<file path="src/rtl/bc_turn_controller_if.sv">
// Compare-datapath handshake between the turn controller and the bulls/cows datapath.
// Handshake: the master raises cmp_start for exactly one cycle and holds
// cmp_secret/cmp_guess stable from that cycle until the slave answers with a
// one-cycle cmp_done. cmp_bulls/cmp_cows are valid only in the cmp_done cycle.
// The master never issues a new cmp_start while a compare is outstanding.
interface bc_cmp_if;
   logic        cmp_start;
   logic [15:0] cmp_secret;
   logic [15:0] cmp_guess;
   logic        cmp_done;
   logic [2:0]  cmp_bulls;
   logic [2:0]  cmp_cows;

   modport master (
      output cmp_start, cmp_secret, cmp_guess,
      input  cmp_done, cmp_bulls, cmp_cows
   );

   modport slave (
      input  cmp_start, cmp_secret, cmp_guess,
      output cmp_done, cmp_bulls, cmp_cows
   );
endinterface

</file>
<file path="src/rtl/bc_turn_controller.sv">
// Bulls & Cows turn sequencer: debounces the confirm button, validates switch
// entries, runs the compare handshake and steps the two-player game FSM.
module bc_turn_controller #(
   parameter int DEBOUNCE_CYCLES = 1_000_000,
   parameter int DISP_CYCLES     = 200_000_000,
   parameter int ERR_CYCLES      = 50_000_000,
   parameter int MAX_ROUNDS      = 10
) (
   input  logic        clock,
   input  logic        CPU_RESETN,
   input  logic [15:0] SW,
   input  logic        confirm,
   bc_cmp_if.master    cmp,
   output logic [2:0]  state,
   output logic [2:0]  bulls,
   output logic [2:0]  cows,
   output logic        busy,
   output logic        err,
   output logic        winner,
   output logic [3:0]  round
);

   localparam int DEB_W = $clog2(DEBOUNCE_CYCLES + 1);
   localparam int TMR_W = $clog2(DISP_CYCLES + 1);
   localparam int ERR_W = $clog2(ERR_CYCLES + 1);

   typedef enum logic [2:0] {
      S_SECRET_J1 = 3'd0,
      S_SECRET_J2 = 3'd1,
      S_GUESS_J1  = 3'd2,
      S_GUESS_J2  = 3'd3,
      S_RESULT_J1 = 3'd4,
      S_RESULT_J2 = 3'd5,
      S_WIN       = 3'd6,
      S_FIM       = 3'd7
   } st_t;

   st_t              cur;
   logic             sync1, sync2, sync_prev;
   logic             deb_level;
   logic [DEB_W-1:0] deb_cnt;
   logic             press;
   logic [15:0]      secret1, secret2;
   logic [TMR_W-1:0] timer;
   logic [ERR_W-1:0] err_cnt;
   logic             entry_ok;

   // An entry is four BCD digits, all different from each other.
   function automatic logic entry_valid(input logic [15:0] v);
      logic ok;
      ok = 1'b1;
      for (int i = 0; i < 4; i++) begin
         if (v[i*4 +: 4] > 4'd9) ok = 1'b0;
         for (int j = i + 1; j < 4; j++) begin
            if (v[i*4 +: 4] == v[j*4 +: 4]) ok = 1'b0;
         end
      end
      return ok;
   endfunction

   assign entry_ok = entry_valid(SW);
   assign state    = cur;

   // Synchronise the raw button, require a stable level, emit one pulse per accepted rising edge.
   always_ff @(posedge clock or negedge CPU_RESETN) begin
      if (!CPU_RESETN) begin
         sync1     <= 1'b0;
         sync2     <= 1'b0;
         sync_prev <= 1'b0;
         deb_level <= 1'b0;
         deb_cnt   <= '0;
         press     <= 1'b0;
      end else begin
         sync1     <= confirm;
         sync2     <= sync1;
         sync_prev <= sync2;
         press     <= 1'b0;
         if (sync2 != sync_prev) begin
            deb_cnt <= '0;
         end else if (sync2 != deb_level) begin
            if (deb_cnt == DEB_W'(DEBOUNCE_CYCLES - 1)) begin
               deb_level <= sync2;
               press     <= sync2;
               deb_cnt   <= '0;
            end else begin
               deb_cnt <= deb_cnt + 1'b1;
            end
         end else begin
            deb_cnt <= '0;
         end
      end
   end

   // Game FSM with registered outputs, compare handshake and the display/err timers.
   always_ff @(posedge clock or negedge CPU_RESETN) begin
      if (!CPU_RESETN) begin
         cur            <= S_SECRET_J1;
         secret1        <= '0;
         secret2        <= '0;
         timer          <= '0;
         err_cnt        <= '0;
         err            <= 1'b0;
         busy           <= 1'b0;
         bulls          <= '0;
         cows           <= '0;
         winner         <= 1'b0;
         round          <= '0;
         cmp.cmp_start  <= 1'b0;
         cmp.cmp_secret <= '0;
         cmp.cmp_guess  <= '0;
      end else begin
         cmp.cmp_start <= 1'b0;
         if (err) begin
            if (err_cnt == '0) err <= 1'b0;
            else               err_cnt <= err_cnt - 1'b1;
         end
         case (cur)
            S_SECRET_J1, S_SECRET_J2: begin
               if (press) begin
                  if (entry_ok) begin
                     err <= 1'b0;
                     if (cur == S_SECRET_J1) begin
                        secret1 <= SW;
                        cur     <= S_SECRET_J2;
                     end else begin
                        secret2 <= SW;
                        cur     <= S_GUESS_J1;
                     end
                  end else begin
                     err     <= 1'b1;
                     err_cnt <= ERR_W'(ERR_CYCLES - 1);
                  end
               end
            end
            S_GUESS_J1, S_GUESS_J2: begin
               if (busy) begin
                  // The start cycle itself never counts as a completion.
                  if (!cmp.cmp_start && cmp.cmp_done) begin
                     bulls <= cmp.cmp_bulls;
                     cows  <= cmp.cmp_cows;
                     busy  <= 1'b0;
                     timer <= TMR_W'(DISP_CYCLES - 1);
                     if (cmp.cmp_bulls == 3'd4) begin
                        cur    <= S_WIN;
                        winner <= (cur == S_GUESS_J2);
                     end else begin
                        cur <= (cur == S_GUESS_J1) ? S_RESULT_J1 : S_RESULT_J2;
                     end
                  end
               end else if (press) begin
                  if (entry_ok) begin
                     err            <= 1'b0;
                     cmp.cmp_secret <= (cur == S_GUESS_J1) ? secret2 : secret1;
                     cmp.cmp_guess  <= SW;
                     cmp.cmp_start  <= 1'b1;
                     busy           <= 1'b1;
                  end else begin
                     err     <= 1'b1;
                     err_cnt <= ERR_W'(ERR_CYCLES - 1);
                  end
               end
            end
            S_RESULT_J1: begin
               if (timer == '0) cur <= S_GUESS_J2;
               else             timer <= timer - 1'b1;
            end
            S_RESULT_J2: begin
               if (timer == '0) begin
                  round <= round + 4'd1;
                  cur   <= ((round + 4'd1) == 4'(MAX_ROUNDS)) ? S_FIM : S_GUESS_J1;
               end else begin
                  timer <= timer - 1'b1;
               end
            end
            S_WIN: begin
               if (timer == '0) cur <= S_FIM;
               else             timer <= timer - 1'b1;
            end
            S_FIM: begin
               cur <= S_FIM;
            end
            default: cur <= S_SECRET_J1;
         endcase
      end
   end

endmodule

</file>
<file path="src/flat_wrapper.sv">
// flat-port wrapper written by rule: the top's interface ports become plain ports
module bc_turn_controller_flat 
#(
   parameter int DEBOUNCE_CYCLES = 1_000_000,
   parameter int DISP_CYCLES     = 200_000_000,
   parameter int ERR_CYCLES      = 50_000_000,
   parameter int MAX_ROUNDS      = 10
)
  (clock, CPU_RESETN, SW, confirm, state, bulls, cows, busy, err, winner, round, cmp_cmp_start, cmp_cmp_secret, cmp_cmp_guess, cmp_cmp_done, cmp_cmp_bulls, cmp_cmp_cows);
  bc_cmp_if cmp_i ();
  input  logic clock;
  input  logic CPU_RESETN;
  input  logic [15:0] SW;
  input  logic confirm;
  output logic [2:0] state;
  output logic [2:0] bulls;
  output logic [2:0] cows;
  output logic busy;
  output logic err;
  output logic winner;
  output logic [3:0] round;
  output wire logic [$bits(cmp_i.cmp_start)-1:0] cmp_cmp_start;
  output wire logic [$bits(cmp_i.cmp_secret)-1:0] cmp_cmp_secret;
  output wire logic [$bits(cmp_i.cmp_guess)-1:0] cmp_cmp_guess;
  input wire logic [$bits(cmp_i.cmp_done)-1:0] cmp_cmp_done;
  input wire logic [$bits(cmp_i.cmp_bulls)-1:0] cmp_cmp_bulls;
  input wire logic [$bits(cmp_i.cmp_cows)-1:0] cmp_cmp_cows;
  assign cmp_cmp_start = cmp_i.cmp_start;
  assign cmp_cmp_secret = cmp_i.cmp_secret;
  assign cmp_cmp_guess = cmp_i.cmp_guess;
  assign cmp_i.cmp_done = cmp_cmp_done;
  assign cmp_i.cmp_bulls = cmp_cmp_bulls;
  assign cmp_i.cmp_cows = cmp_cmp_cows;
  bc_turn_controller #(.DEBOUNCE_CYCLES(DEBOUNCE_CYCLES), .DISP_CYCLES(DISP_CYCLES), .ERR_CYCLES(ERR_CYCLES), .MAX_ROUNDS(MAX_ROUNDS)) u_core (.clock(clock), .CPU_RESETN(CPU_RESETN), .SW(SW), .confirm(confirm), .cmp(cmp_i), .state(state), .bulls(bulls), .cows(cows), .busy(busy), .err(err), .winner(winner), .round(round));
endmodule
</file>
<file path="config.mk">
export PLATFORM = sky130hd
export DESIGN_NAME = bc_turn_controller_flat
export DESIGN_NICKNAME = d
export VERILOG_FILES = /design/src/rtl/bc_turn_controller_if.sv /design/src/rtl/bc_turn_controller.sv /design/src/flat_wrapper.sv
export SDC_FILE = /design/constraint.sdc
export NUM_CORES = 1
export LEC_CHECK = 0
export ABC_AREA = 1
export CAP_MARGIN = 20
export CORE_MARGIN = 3
export CORE_UTILIZATION = 25
export CTS_CLUSTER_DIAMETER = 100
export DETAILED_ROUTE_END_ITERATION = 7
export GPL_TIMING_DRIVEN = 0
export PLACE_DENSITY_LB_ADDON = 0.3
export SLEW_MARGIN = 10
export SYNTH_ARGS = -nofsm -noshare
export SYNTH_HDL_FRONTEND = slang
export SYNTH_SLANG_ARGS = --single-unit
</file>
<file path="constraint.sdc">
create_clock -name clock -period 2 [get_ports clock]
set_input_delay 0.2 -clock clock [delete_from_list [all_inputs] [get_ports clock]]
set_output_delay 0.2 -clock clock [all_outputs]
set_load 0.03 [all_outputs]
</file>
==> results.yml, run 1 <==
outcome:
  outcome: "complete, no violations"
global_route:
  track_usage_pct: 12.4
  gr-total-overflow: 0
  grt_max_degree: 88
  first_global_vias: 7012
  grt_pass1_wl_mm: 36.1
  antenna_found_initial: 0
route:
  dr.pass1.iters: 5
  viasPerCell: 4.40
  postRouteAntennaNets: 0
  drt_wl_total_mm: 21.6
  first_iter_violations: 362
  via_count: 7198
  remaining_drc_errors: 0
  wl_per_cell_um: 13.2
clock_tree:
  clk_pin_slew_worst_paths_ns: 0.07
  clock_path_buffers: 2
  cts_sinks: 160
  cts_made_buffers: 17
  htree_levels: 4
  clock_latency_ns: 0.44
  cts_tree: "done"
  root_buffer: "clkbuf_16"
critical_path:
  cp-end-kind: "flop"
  cp.required_ns: 2.29
  reg2reg_from: "u_core.timer[2]"
  ff2ff_path_depth: 11
  path_max_fanout: 7
  worst_setup_path_start_kind: "flop"
  crit_arrival_ns: 2.24
  startpoint: "u_core.timer[2]"
  critPathKind: "flop to flop"
power_and_ir_drop:
  power_density_nw_per_um2: 687
  peakVddDrop_mv: 0.439
  p_leak_nw: 4.76
place:
  io_buffers: 74
  gp_congestion: 0.844
  hpwlAfterDp_mm: 15.5
logic_synthesis:
  ys_seq_area_share_pct: 48.7
  yosysWarnings: 0
  ys_async_sr_fraction_pct: 100
  synth_most_common_cell: "nand2_1"
  ys.flop_type: "dfrtp_1"
  synth_top_cell_by_area: "dfrtp_1"
  synth_top_area_share_pct: 48.7
  synth_fp_nets: 1095
  yosysUniqueCellTypes: 35
  synth_seq_cells: 160
  syn_inst: 1063
  synth_area_leaders: "dfrtp_1, nand2_1, nor2_1, inv_1, o21ai_0"
  synth_common_cells: "nand2_1, dfrtp_1, nor2_1"
  synth-edff-count: 0
  syn_area_per_cell_sq_um: 7.74
  mappedNetlistArea_sq_um: 8230
final_layout:
  nFillCells: 3330
  syn2layout_area_growth_pct: 28.3
  layout-drive-gt1-share_pct: 14.2
  nets: 1219
  final_core_util_pct: 33.0
  num_antenna_cells: 0
sta:
  fin_crit_ns: 1.95
  hold_ws_ns: 0.203
  max_freq_ghz: 0.514
  maxSlewHeadroom_pct: 56.4
  hold_viol_final: 0
  tightest_slew_ns: 0.649
  skew_ns: 0.0188
  maxSlewViolCount: 0
  post-route-period-util_pct: 97.3
  finalSetupViolCount: 0
  rsz0062_at_grt: "true"
floorplanning:
  fp-row-count: 65
  die_h_um: 187
  pin_count: 75
  dieWidth_um: 187
  floorplan.initialDensity_pct: 25.7
  core-area_sq_um: 32000
  dieArea_sq_um: 35100
min_path:
  whs_path_depth: 1
  hp-class: "input pin to flop"
  hp-start: "confirm"
job:
  cap_violations: 0
where the power goes:
group	internal (W)	total, W	leakage (nW)	switching [W]
Clock	0.00168	0.00324	0.283	0.00156
Combinational	0.000206	0.000566	2.43	0.000360
Sequential	0.00333	0.00344	2.04	0.000116
Total	0.00521	0.00725	4.76	0.00204
worst paths after layout:
check	slack (ns)	endpoint
max reg2reg	0.05	u_core.timer[24]
max	0.05	u_core.timer[24]
min in group asynchronous	0.33	u_core.err_cnt[19]
max in group asynchronous	0.83	u_core.deb_cnt[12]
min reg2reg	0.35	u_core.sync2
min	0.20	u_core.sync1
logic make-up (layout without fill, tap and decap cells):
family / Yosys count / after routing / synth area share [%]
buf+inv: 127 / 264 / 6.37
compound gates: 127 / 127 / 8.14
xor+xnor: 37 / 37 / 3.94
simple gates: 589 / 589 / 29.6
mux: 17 / 17 / 2.33
fa+ha+maj: 6 / 6 / 0.913
flops: 160 / 160 / 48.7
critical path: stages (launching register included):
cell      delay (ns)
dfrtp_1         0.43
nor2_2          0.22
nand2_4         0.09
nor2_4          0.12
nand2_2         0.09
nor2_4          0.14
nor2_4          0.06
nor2_4          0.20
clkinv_4        0.15
buf_8           0.16
nand4_1         0.06
nand3_1         0.06
per-stage QoR:
step	area (sq um)	setup TNS (ns)	power (W)	cells	setup slack, ns
3_5_place_dp	9540	-31.33	0.00404	1573	-0.380
6_report	10600	0	0.00725	1635	0.0533
4_1_cts	10200	0	0.00730	1608	0.0165
2_1_floorplan	8230	0	0.00378	1063	0.226
5_1_grt	10600	-0.985	0.00757	1635	-0.0885
3_3_place_gp	9510	-1025.94	0.00403	1572	-6.23
area by class of cell:
class	instances	area, sq um	area share (%)
inverter	104	395	3.75
sequential	160	4010	38.0
timing repair buffer	105	1040	9.85
multi-input combinational	776	3830	36.3
clock inverter	15	164	1.55
clock buffer	17	425	4.03
tap	435	544	5.16
buffer	23	150	1.42
cells in the final DEF, fill, tap and decap left out, types with 5 or more instances in the layout:
master and n:
nor2_1 128, inv_1 81, o21ai_0 60, clkdlybuf4s50_1 72, buf_4 24, nand4_1 18
or2_2 6, clkbuf_16 18, nand2_1 330, o21ai_2 5, buf_6 7, a21oi_1 16
nor2_2 15, dfrtp_1 159, nand3_1 51, nor2_4 7, inv_2 21, o21ai_1 30
buf_2 11, o31ai_1 7, nor3_1 16, mux2_2 17, xor2_1 32, inv_8 5
xnor2_1 5
sequential cells by signal, indices dropped and copies added, names as in the netlist, 4 cells and up:
signal                 cells
u_core.cmp.cmp_guess      16
u_core.err_cnt            26
u_core.timer              28
u_core.deb_cnt            20
u_core.round               4
u_core.secret2            16
u_core.cmp.cmp_secret     16
u_core.secret1            16
metal layers:
| metal | GRT usage (%) | part of all wire, % | vias to the layer above |
|---|---|---|---|
| li1 | - | - | 3663 |
| met1 | 17.0 | 49 | 3399 |
| met2 | 19.8 | 46 | 114 |
| met3 | 2.66 | 3.5 | 22 |
| met4 | 3.72 | 1.6 | 0 |
| met5 | 0 | 0 | - |
what timing repair did:
| item | CTS | global route |
|---|---|---|
| resized for setup | 8 | 59 |
| endpoints found under the setup margin | 28 | 125 |
| hold endpoints to repair | 73 | 0 |
| buffers inserted | 2 | 26 |
| pin swaps | 3 | 14 |
| cloned | 0 | 1 |
| hold buffers | 1 | 0 |
No activity file was read; power rests on OpenSTA's default activity.
==> inputs of run 2 (changes only) <==
Settings changed: RECOVER_POWER set to 25, SKIP_LAST_GASP set to 1.
==> run 2 against run 1 <==
Net effect: largest cell class unchanged; first-iteration DRC count grew 13%; global-route usage unchanged; combinational power fell by 1%; sequential cell count unchanged; highest routed layer unchanged; largest power group unchanged; critical path depth is 10 lower.
==> results.yml, run 2 (same netlist as run 1, synthesis figures left out) <==
outcome:
  outcome: "complete, no violations"
final_layout:
  syn2layout_area_growth_pct: 27.9
  largest_register: "u_core.timer"
  final_common_cell: "nand2_1"
  largest_register_ffs: 28
  num_antenna_cells: 0
  final_core_util_pct: 32.9
  nets: 1219
  most-common-layout-cells: "nand2_1, dfrtp_1, nor2_1"
  layout-drive-gt1-share_pct: 14.1
  top_regs: "u_core.timer: 28 flops, u_core.err_cnt: 26 flops, u_core.deb_cnt: 20 flops"
  stdcell_count: 1635
global_route:
  grt_max_degree: 88
  first_global_vias: 7012
  antenna_found_initial: 0
  track_usage_pct: 12.4
  grt_pass1_wl_mm: 36.1
  gr-total-overflow: 0
critical_path:
  worstPathBufferInverterCount: 1
  cp-end-kind: "primary output"
  crit_family: "buffers and inverters"
  crit_arrival_ns: 1.75
  cp.required_ns: 1.80
  path_max_fanout: 8
  crit_chain: "clkdlybuf4s50_1"
  worst_setup_path_start_kind: "flop"
  slowest_stage: "clkdlybuf4s50_1"
  critPathKind: "flop to primary output"
  max_stage_delay_ns: 0.75
route:
  viasPerCell: 4.41
  via_count: 7218
  dr.pass1.iters: 5
  remaining_drc_errors: 0
  postRouteAntennaNets: 0
  first_iter_violations: 409
  drt_wl_total_mm: 21.6
  wl_per_cell_um: 13.2
clock_tree:
  clock_latency_ns: 0.44
  cts_made_buffers: 17
  htree_levels: 4
  clk_pin_slew_worst_paths_ns: 0.07
  clock_path_buffers: 2
  cts_tree: "done"
  root_buffer: "clkbuf_16"
  cts_sinks: 160
sta:
  finalSetupViolCount: 0
  tightest_slew_ns: 1.05
  skew_ns: 0.0197
  maxSlewHeadroom_pct: 29.8
  max_freq_ghz: 0.513
  setup_ws_ns: 0.0507
  hold_viol_final: 0
  rsz0062_at_grt: "true"
  maxSlewViolCount: 0
  post-route-period-util_pct: 97.5
  fin_crit_ns: 1.95
power_and_ir_drop:
  power_density_nw_per_um2: 688
  peakVddDrop_mv: 0.435
  p_leak_nw: 4.75
floorplanning:
  dieWidth_um: 187
  floorplan.initialDensity_pct: 25.7
  dieArea_sq_um: 35100
  pin_count: 75
  fp-row-count: 65
  core-area_sq_um: 32000
  die_h_um: 187
place:
  hpwlAfterDp_mm: 15.5
  dp_slack_ns: -0.380
  gp_congestion: 0.844
  io_buffers: 74
  place_inst: 1573
min_path:
  hp-class: "input pin to flop"
job:
  cap_violations: 0
[run 2: cell count changes in the layout (fill, tap and decap cells not counted), sizes merged]
cell / before / now
dlygate4sd3: 1 / 2
clkbuf: 24 / 26
dlymetal6s2s: 1 / 0
buf: 47 / 45
[run 2: repair_timing]
action | in CTS | in global routing
cloned | 0 | 1
hold buffers | 1 | 0
pin swaps | 3 | 13
setup buffers | 2 | 26
endpoints found under the hold margin | 73 | 0
gates resized for setup | 8 | 56
setup endpoints to repair | 28 | 125
[run 2: metrics by stage]
step	instance area (sq um)	hold slack [ns]	total power, W	TNS [ns]
after global placement	9510	0.341	0.00403	-1025.94
after floorplan	8230	-0.0956	0.00378	0
final	10500	0.312	0.00724	0
after detailed placement	9540	0.222	0.00404	-31.33
after global routing	10500	0.300	0.00756	-1.14
after CTS	10200	0.191	0.00730	0
[run 2: final timing paths]
path	startpoint	end	slack [ns]	cells after the start
max	u_core.err	err	0.05	1
min	cmp_cmp_cows[0]	u_core.cows[0]	0.31	3
max reg2reg	u_core.timer[2]	u_core.timer[24]	0.05	11
min reg2reg	u_core.sync1	u_core.sync2	0.35	0
max in group asynchronous	CPU_RESETN	u_core.timer[18]	0.28	3
min in group asynchronous	CPU_RESETN	u_core.err_cnt[19]	0.51	2
[run 2: layout make-up]
class	count	area (sq um)
plain buffers	23	150
clock buffers	17	425
clock inverters	15	164
fillers	3334	21400
inverters	104	395
multi-input cells	776	3820
flip-flops and latches	160	4010
well taps	435	544
repair buffers	105	1020
[run 2: power breakdown]
part           switching [W]  leakage (nW)  internal [W]
combinational       0.000358          2.43      0.000202
clock                0.00156         0.283       0.00168
sequential          0.000117          2.04       0.00333
total                0.00203          4.75       0.00521
[run 2: routing by layer]
layer  share of wire (%)  global-route usage (%)
met1                  49                    17.0
met2                  46                    19.8
met3                 3.4                    2.66
met4                 1.6                    3.72
met5                   0                       0
==> inputs of run 3 (changes only) <==
Settings changed: CTS_BUF_LIST set to sky130_fd_sc_hd__clkbuf_16.
==> results of run 3 <==
Same layout as run 2: the final DEF is identical, and so are final timing and power.
